**config.mk**
```make
export PLATFORM = sky130hd
export DESIGN_NAME = multi_tick_divider
export DESIGN_NICKNAME = d
export VERILOG_FILES = /design/src/rtl/multi_tick_divider.sv
export SDC_FILE = /design/constraint.sdc
export NUM_CORES = 1
export LEC_CHECK = 0
export ABC_AREA = 1
export CAP_MARGIN = 25
export CELL_PAD_IN_SITES_DETAIL_PLACEMENT = 1
export CELL_PAD_IN_SITES_GLOBAL_PLACEMENT = 1
export CORE_MARGIN = 5
export CORE_UTILIZATION = 27
export CTS_BUF_LIST = sky130_fd_sc_hd__clkbuf_2
export DETAILED_ROUTE_END_ITERATION = 12
export DONT_BUFFER_PORTS = 1
export GPL_TIMING_DRIVEN = 0
export HOLD_SLACK_MARGIN = 0.08
export PLACE_DENSITY = 0.5
export SLEW_MARGIN = 20
export SYNTH_ARGS = -nofsm -noshare
export SYNTH_HDL_FRONTEND = slang
export SYNTH_SLANG_ARGS = --single-unit
export TNS_END_PERCENT = 30
```
**constraint.sdc**
```tcl
create_clock -name clk_i -period 2.9 [get_ports clk_i]
set_input_delay 0.435 -clock clk_i [delete_from_list [all_inputs] [get_ports clk_i]]
set_output_delay 0.435 -clock clk_i [all_outputs]
set_load 0.02 [all_outputs]
```
**src/rtl/multi_tick_divider.sv**
```systemverilog
// multi_tick_divider
//   NUM_CH independent, run-time programmable tick generators. Channel 0 also
//   serves as the ramp timebase: every RAMP_PERIOD ch0 ticks, each channel
//   with ramp_en set has its divisor reduced by RAMP_STEP, saturating at
//   RAMP_MIN. A divisor already below RAMP_MIN is left alone by the ramp.
//
// Ports
//   clk_i        system clock, rising edge
//   rst_ni       asynchronous active-low reset
//   en_i         count enable; low freezes counters and forces ticks to 0
//   cfg_wr_i     single-cycle divisor write strobe
//   cfg_ch_i     channel written by cfg_wr_i; also selects cur_div_o
//   cfg_div_i    divisor for the write (0 is stored as 1)
//   ramp_en_i    per-channel ramp enable
//   ramp_clr_i   clears the ramp event counter (wins over a ch0 tick)
//   tick_o       registered single-cycle strobe per channel
//   cur_div_o    divisor of channel cfg_ch_i, 0 when cfg_ch_i >= NUM_CH
//   ramp_done_o  registered; ramp_en_i[i] && divisor[i] == RAMP_MIN
module multi_tick_divider #(
    parameter int unsigned NUM_CH      = 4,
    parameter int unsigned CH_IDX_W    = 2,
    parameter int unsigned CNT_W       = 27,
    parameter int unsigned RST_DIV     = 100000000,
    parameter int unsigned RAMP_PERIOD = 3,
    parameter int unsigned RAMP_STEP   = 3750000,
    parameter int unsigned RAMP_MIN    = 8333333
) (
    input  logic                clk_i,
    input  logic                rst_ni,
    input  logic                en_i,
    input  logic                cfg_wr_i,
    input  logic [CH_IDX_W-1:0] cfg_ch_i,
    input  logic [CNT_W-1:0]    cfg_div_i,
    input  logic [NUM_CH-1:0]   ramp_en_i,
    input  logic                ramp_clr_i,
    output logic [NUM_CH-1:0]   tick_o,
    output logic [CNT_W-1:0]    cur_div_o,
    output logic [NUM_CH-1:0]   ramp_done_o
);

    localparam int unsigned      RC_W       = (RAMP_PERIOD > 1) ? $clog2(RAMP_PERIOD) : 1;
    localparam logic [CNT_W-1:0] DIV_RST    = CNT_W'(RST_DIV);
    localparam logic [CNT_W:0]   STEP_X     = (CNT_W+1)'(RAMP_STEP);
    localparam logic [CNT_W:0]   MIN_X      = (CNT_W+1)'(RAMP_MIN);
    localparam logic [CNT_W:0]   MIN_STEP_X = MIN_X + STEP_X;
    localparam logic [RC_W-1:0]  RC_LAST    = RC_W'(RAMP_PERIOD - 1);

    logic [CNT_W-1:0]  div_q [NUM_CH];
    logic [CNT_W-1:0]  div_d [NUM_CH];
    logic [CNT_W-1:0]  cnt_q [NUM_CH];
    logic [CNT_W-1:0]  cnt_d [NUM_CH];
    logic [NUM_CH-1:0] tick_q, tick_d;
    logic [NUM_CH-1:0] done_q, done_d;
    logic [RC_W-1:0]   rc_q, rc_d;
    logic [NUM_CH-1:0] wr_hit;
    logic              ramp_ev;
    logic [CNT_W:0]    inc;
    logic [CNT_W:0]    dx;

    // Decode the config write; out-of-range channels hit nothing.
    always_comb begin
        wr_hit = '0;
        for (int unsigned i = 0; i < NUM_CH; i++) begin
            if (cfg_wr_i && (32'(cfg_ch_i) == i)) begin
                wr_hit[i] = 1'b1;
            end
        end
    end

    always_comb begin
        tick_d  = '0;
        done_d  = '0;
        rc_d    = rc_q;
        ramp_ev = 1'b0;
        inc     = '0;
        dx      = '0;
        for (int unsigned i = 0; i < NUM_CH; i++) begin
            div_d[i] = div_q[i];
            cnt_d[i] = cnt_q[i];
        end

        // Counters. The >= compare lets a channel recover at once when its
        // divisor has been ramped below the running count.
        for (int unsigned i = 0; i < NUM_CH; i++) begin
            inc = {1'b0, cnt_q[i]} + 1'b1;
            if (wr_hit[i]) begin
                cnt_d[i] = '0;
            end else if (en_i) begin
                if (inc >= {1'b0, div_q[i]}) begin
                    tick_d[i] = 1'b1;
                    cnt_d[i]  = '0;
                end else begin
                    cnt_d[i] = inc[CNT_W-1:0];
                end
            end
        end

        // Ramp event counter advances on the ch0 tick being registered this edge.
        if (ramp_clr_i) begin
            rc_d = '0;
        end else if (tick_d[0]) begin
            if (rc_q == RC_LAST) begin
                rc_d    = '0;
                ramp_ev = 1'b1;
            end else begin
                rc_d = rc_q + 1'b1;
            end
        end

        // Divisors: a config write overrides a coincident ramp decrement.
        for (int unsigned i = 0; i < NUM_CH; i++) begin
            dx = {1'b0, div_q[i]};
            if (wr_hit[i]) begin
                div_d[i] = (cfg_div_i == '0) ? CNT_W'(1) : cfg_div_i;
            end else if (ramp_ev && ramp_en_i[i]) begin
                if (dx >= MIN_STEP_X) begin
                    div_d[i] = div_q[i] - STEP_X[CNT_W-1:0];
                end else if (dx >= MIN_X) begin
                    div_d[i] = MIN_X[CNT_W-1:0];
                end
            end
            done_d[i] = ramp_en_i[i] && (dx == MIN_X);
        end
    end

    always_ff @(posedge clk_i or negedge rst_ni) begin
        if (!rst_ni) begin
            for (int unsigned i = 0; i < NUM_CH; i++) begin
                div_q[i] <= DIV_RST;
                cnt_q[i] <= '0;
            end
            tick_q <= '0;
            done_q <= '0;
            rc_q   <= '0;
        end else begin
            for (int unsigned i = 0; i < NUM_CH; i++) begin
                div_q[i] <= div_d[i];
                cnt_q[i] <= cnt_d[i];
            end
            tick_q <= tick_d;
            done_q <= done_d;
            rc_q   <= rc_d;
        end
    end

    always_comb begin
        cur_div_o = '0;
        for (int unsigned i = 0; i < NUM_CH; i++) begin
            if (32'(cfg_ch_i) == i) begin
                cur_div_o = div_q[i];
            end
        end
    end

    assign tick_o      = tick_q;
    assign ramp_done_o = done_q;

endmodule
```
==> reports/results.ini <==
[grt]
grt_pass1_wl_um = 142000
antenna_found_initial = 7
grt_pass1_vias = 22800
grt.overflow.total = 0
grt_util_all_layers_pct = 23.4
grt_max_degree = 227

[place]
place_area_um2 = 21200
dpl.hpwl_um = 69600
port_buffers = 0
place_inst = 3990
routabilityCongestion = 0.888

[logic_synthesis]
syn_avg_cell_area_um2 = 6.60
synth_area_um2 = 20000
synth_cells = 3030
syn-num-nets = 3192
synthFlopType = dfrtp_1
yosys_warnings = 0
ys_ff_latch = 226
ys_seq_area_share_pct = 28.6
async_flop_share_pct = 100
synth_enable_flop_cells = 0
ys_types = 56

[critical_path]
cp_max_fo = 6
crit_type = flop to flop
cp-end-kind = flop
cp.arrival_ns = 4.45
worstSetupStartpointType = flop
slowest_delay_ns = 0.44
r2r_cells = 27
rr_startpoint = cnt_q[82]$_DFFE_PN0P_
rrSetupSlack_ns = -0.63
path_buf_inv = 9
crit_required_ns = 3.82
cpLargestDelayFamily = simple AND/OR/NAND/NOR gates
worst_r2r_endpoint = div_q[79]$_DFFE_PN0P_
cp_slowest_cell = dfrtp_1

[final_layout]
fin_nets = 3426
area_delta_synth_final_pct = 26.9
fin_area_um2 = 25400
layout_common_cells = 803 x nand2_1, 321 x inv_1, 289 x nor2_1
layoutNonFillerInstCount = 4291
drive_above_1_share_pct = 23.4
mostFrequentLayoutCell = nand2_1

[timing]
whs_ns = -0.958
relSlewSlack_pct = 22.6
finalSetupTns_ns = -94.14
fin_skew_ns = 0.129
hold_viol_final = 226
min_period_over_period_pct = 122
drv_slew = 0
fin_ws_ns = -0.633
fmax_ghz = 0.283
rsz0062_at_grt = yes
worst_pin_slew_ns = 1.15
setup_viol = 224
period_minus_slack_ns = 3.53

[pwr]
p_int_mw = 9.17
clkPwrFrac_pct = 16.2
power_frac_seq_pct = 26.4
p_leak_nw = 12.5
pwr-share-comb_pct = 57.5
sw_frac_of_total_pct = 54.7
p_sw_mw = 11.1
power.density_nw_per_um2 = 798
peakVddDrop_mv = 0.292

[floorplan]
io-pin-count = 73
coreArea_um2 = 73200
die_h_um = 282
start_util_pct = 27.3
row_count = 99
die_w_um = 282
die_area_um2 = 79600

[detailed_routing]
route.detailed.drc = 0
drt-pass1-iter-count = 7
drtIter0Drc = 1274
wirelength_met1_um = 42800
wl_met3_um = 4630
post_drt_wl_per_cell_um = 22.1
top_layer = met5
wl_um = 94800
drt-vias-per-instance = 5.06
postRouteAntennaNets = 0
vias = 21700
wl_met2_um = 43800

[clock_tree]
cts_tree = built
clk_path_buf_depth = 3
insertion_delay_ns = 1.11
cts_sinks = 226
cts_buffers = 77
postCtsHoldBufs = 45
clockRootBuffer = clkbuf_2
path_clk_slew_ns = 0.10
h-tree-depth = 3

[worst_hold_path]
hp-class = input pin to async pin

[status]
status = finished with violations
violations = hold timing, setup timing

[flow_run]
cap_viol_max_count = 0

## worst register-to-register path, cell delays in order (launching register included)
cell	delay (ns)
dfrtp_1	0.44
ha_4	0.17
nand2_4	0.06
nor2_4	0.12
inv_2	0.06
buf_4	0.13
buf_4	0.12
buf_4	0.11
buf_4	0.12
buf_4	0.12
buf_4	0.12
nand2_1	0.11
inv_1	0.06
ha_1	0.27
nand2_1	0.05
nor2_1	0.08
nand2_1	0.06
nand2_1	0.07
nand2_1	0.06
nand2_1	0.10
nand2_2	0.10
nand2_8	0.15
nand4_4	0.15
nand2_8	0.17
nand2_8	0.10
buf_8	0.15
nand2_2	0.06
nand2_2	0.05
## repair_timing
item                                    4_1_cts  5_1_grt
hold endpoints to repair                    425      226
endpoints found under the setup margin      248      246
pin swaps                                   107       69
gates resized for setup                     363      119
setup buffers                                89       10
gates cloned                                 10        3
## power groups by stage
| stage | Combinational (mW) | Clock [mW] | Sequential, mW |
|---|---|---|---|
| final | 11.6 | 3.27 | 5.33 |
| after global placement | 10.1 | 0 | 5.23 |
| after global routing | 12.8 | 3.58 | 5.45 |
| after detailed placement | 10.3 | 0 | 5.26 |
| after CTS | 11.3 | 3.46 | 5.25 |
| after floorplan | 7.20 | 0 | 4.87 |
## flip-flops by register name, summed over array words and instances, names as in the netlist
register / flops
tick_o: 4
div_q: 108
ramp_done_o: 4
cnt_q: 108
rc_q: 2
## synth_stat cells (all sizes together), types with 2 or more instances
cell / count / area [µm²]
nor4: 11 / 81.3
o211ai: 5 / 37.5
o21a: 3 / 22.5
dfstp: 48 / 1260
nand4: 163 / 1080
or2: 17 / 109
ha: 124 / 1550
clkinv: 4 / 15.0
a21oi: 109 / 546
o2111ai: 3 / 26.3
buf: 69 / 474
a21o: 2 / 15.0
o21bai: 3 / 22.5
o22ai: 60 / 375
nand2: 895 / 3460
nor2: 340 / 1390
clkbuf: 29 / 114
a211oi: 3 / 22.5
xor2: 113 / 990
a22oi: 14 / 105
nand3b: 5 / 37.5
and3: 2 / 12.5
inv: 399 / 1500
dfrtp: 178 / 4450
nor3: 83 / 467
xnor2: 14 / 123
nand3: 200 / 1020
o21ai: 124 / 621
a31oi: 3 / 18.8
## area by class of cell
cell class                      instances  area (µm²)
Antenna cell                            8        20.0
Buffer                                 97         718
Clock buffer                          112         561
Clock inverter                         27         225
Fill cell                            9131       47800
Inverter                              403        1540
Multi-Input combinational cell       2303       13800
Sequential cell                       226        5730
Tap cell                              959        1200
Timing Repair Buffer                  156        1590
## metal layers
layer,global-route usage [%],up-vias
li1,-,10400
met1,31.0,10700
met2,38.6,423
met3,4.32,152
met4,7.82,2
met5,0,-
## per-stage QoR
step / power, mW / util (%) / worst slack, ns
floorplan: 12.1 / - / -0.0393
global placement: 15.3 / 29.0 / -0.893
detailed placement: 15.6 / 29.0 / -0.913
CTS: 20.0 / 33.8 / -0.728
global route: 21.9 / 34.6 / -0.914
finish: 20.2 / 34.6 / -0.633
## logic make-up after synthesis
group	count (synthesis)	share of synthesized area (%)
buf+inv	501	10.5
fa+ha+maj	124	7.76
xor+xnor	127	5.56
compound gates	332	9.18
simple gates	1720	38.4
flops	226	28.6
## worst max path at each step
stage,from,endpoint,cells past startpoint,slack [ns]
floorplan,cnt_q[82]$_DFFE_PN0P_,div_q[44]$_DFFE_PN0P_,24,-0.04
global placement,cnt_q[81]$_DFFE_PN0P_,div_q[19]$_DFFE_PN0P_,22,-0.89
detailed placement,cnt_q[54]$_DFFE_PN0P_,cnt_q[78]$_DFFE_PN0P_,17,-0.91
CTS,cnt_q[82]$_DFFE_PN0P_,div_q[79]$_DFFE_PN0P_,24,-0.73
global route,cnt_q[82]$_DFFE_PN0P_,div_q[106]$_DFFE_PN0P_,24,-0.91
finish,cnt_q[82]$_DFFE_PN0P_,div_q[79]$_DFFE_PN0P_,27,-0.63
(Power assumes the default switching activity.)
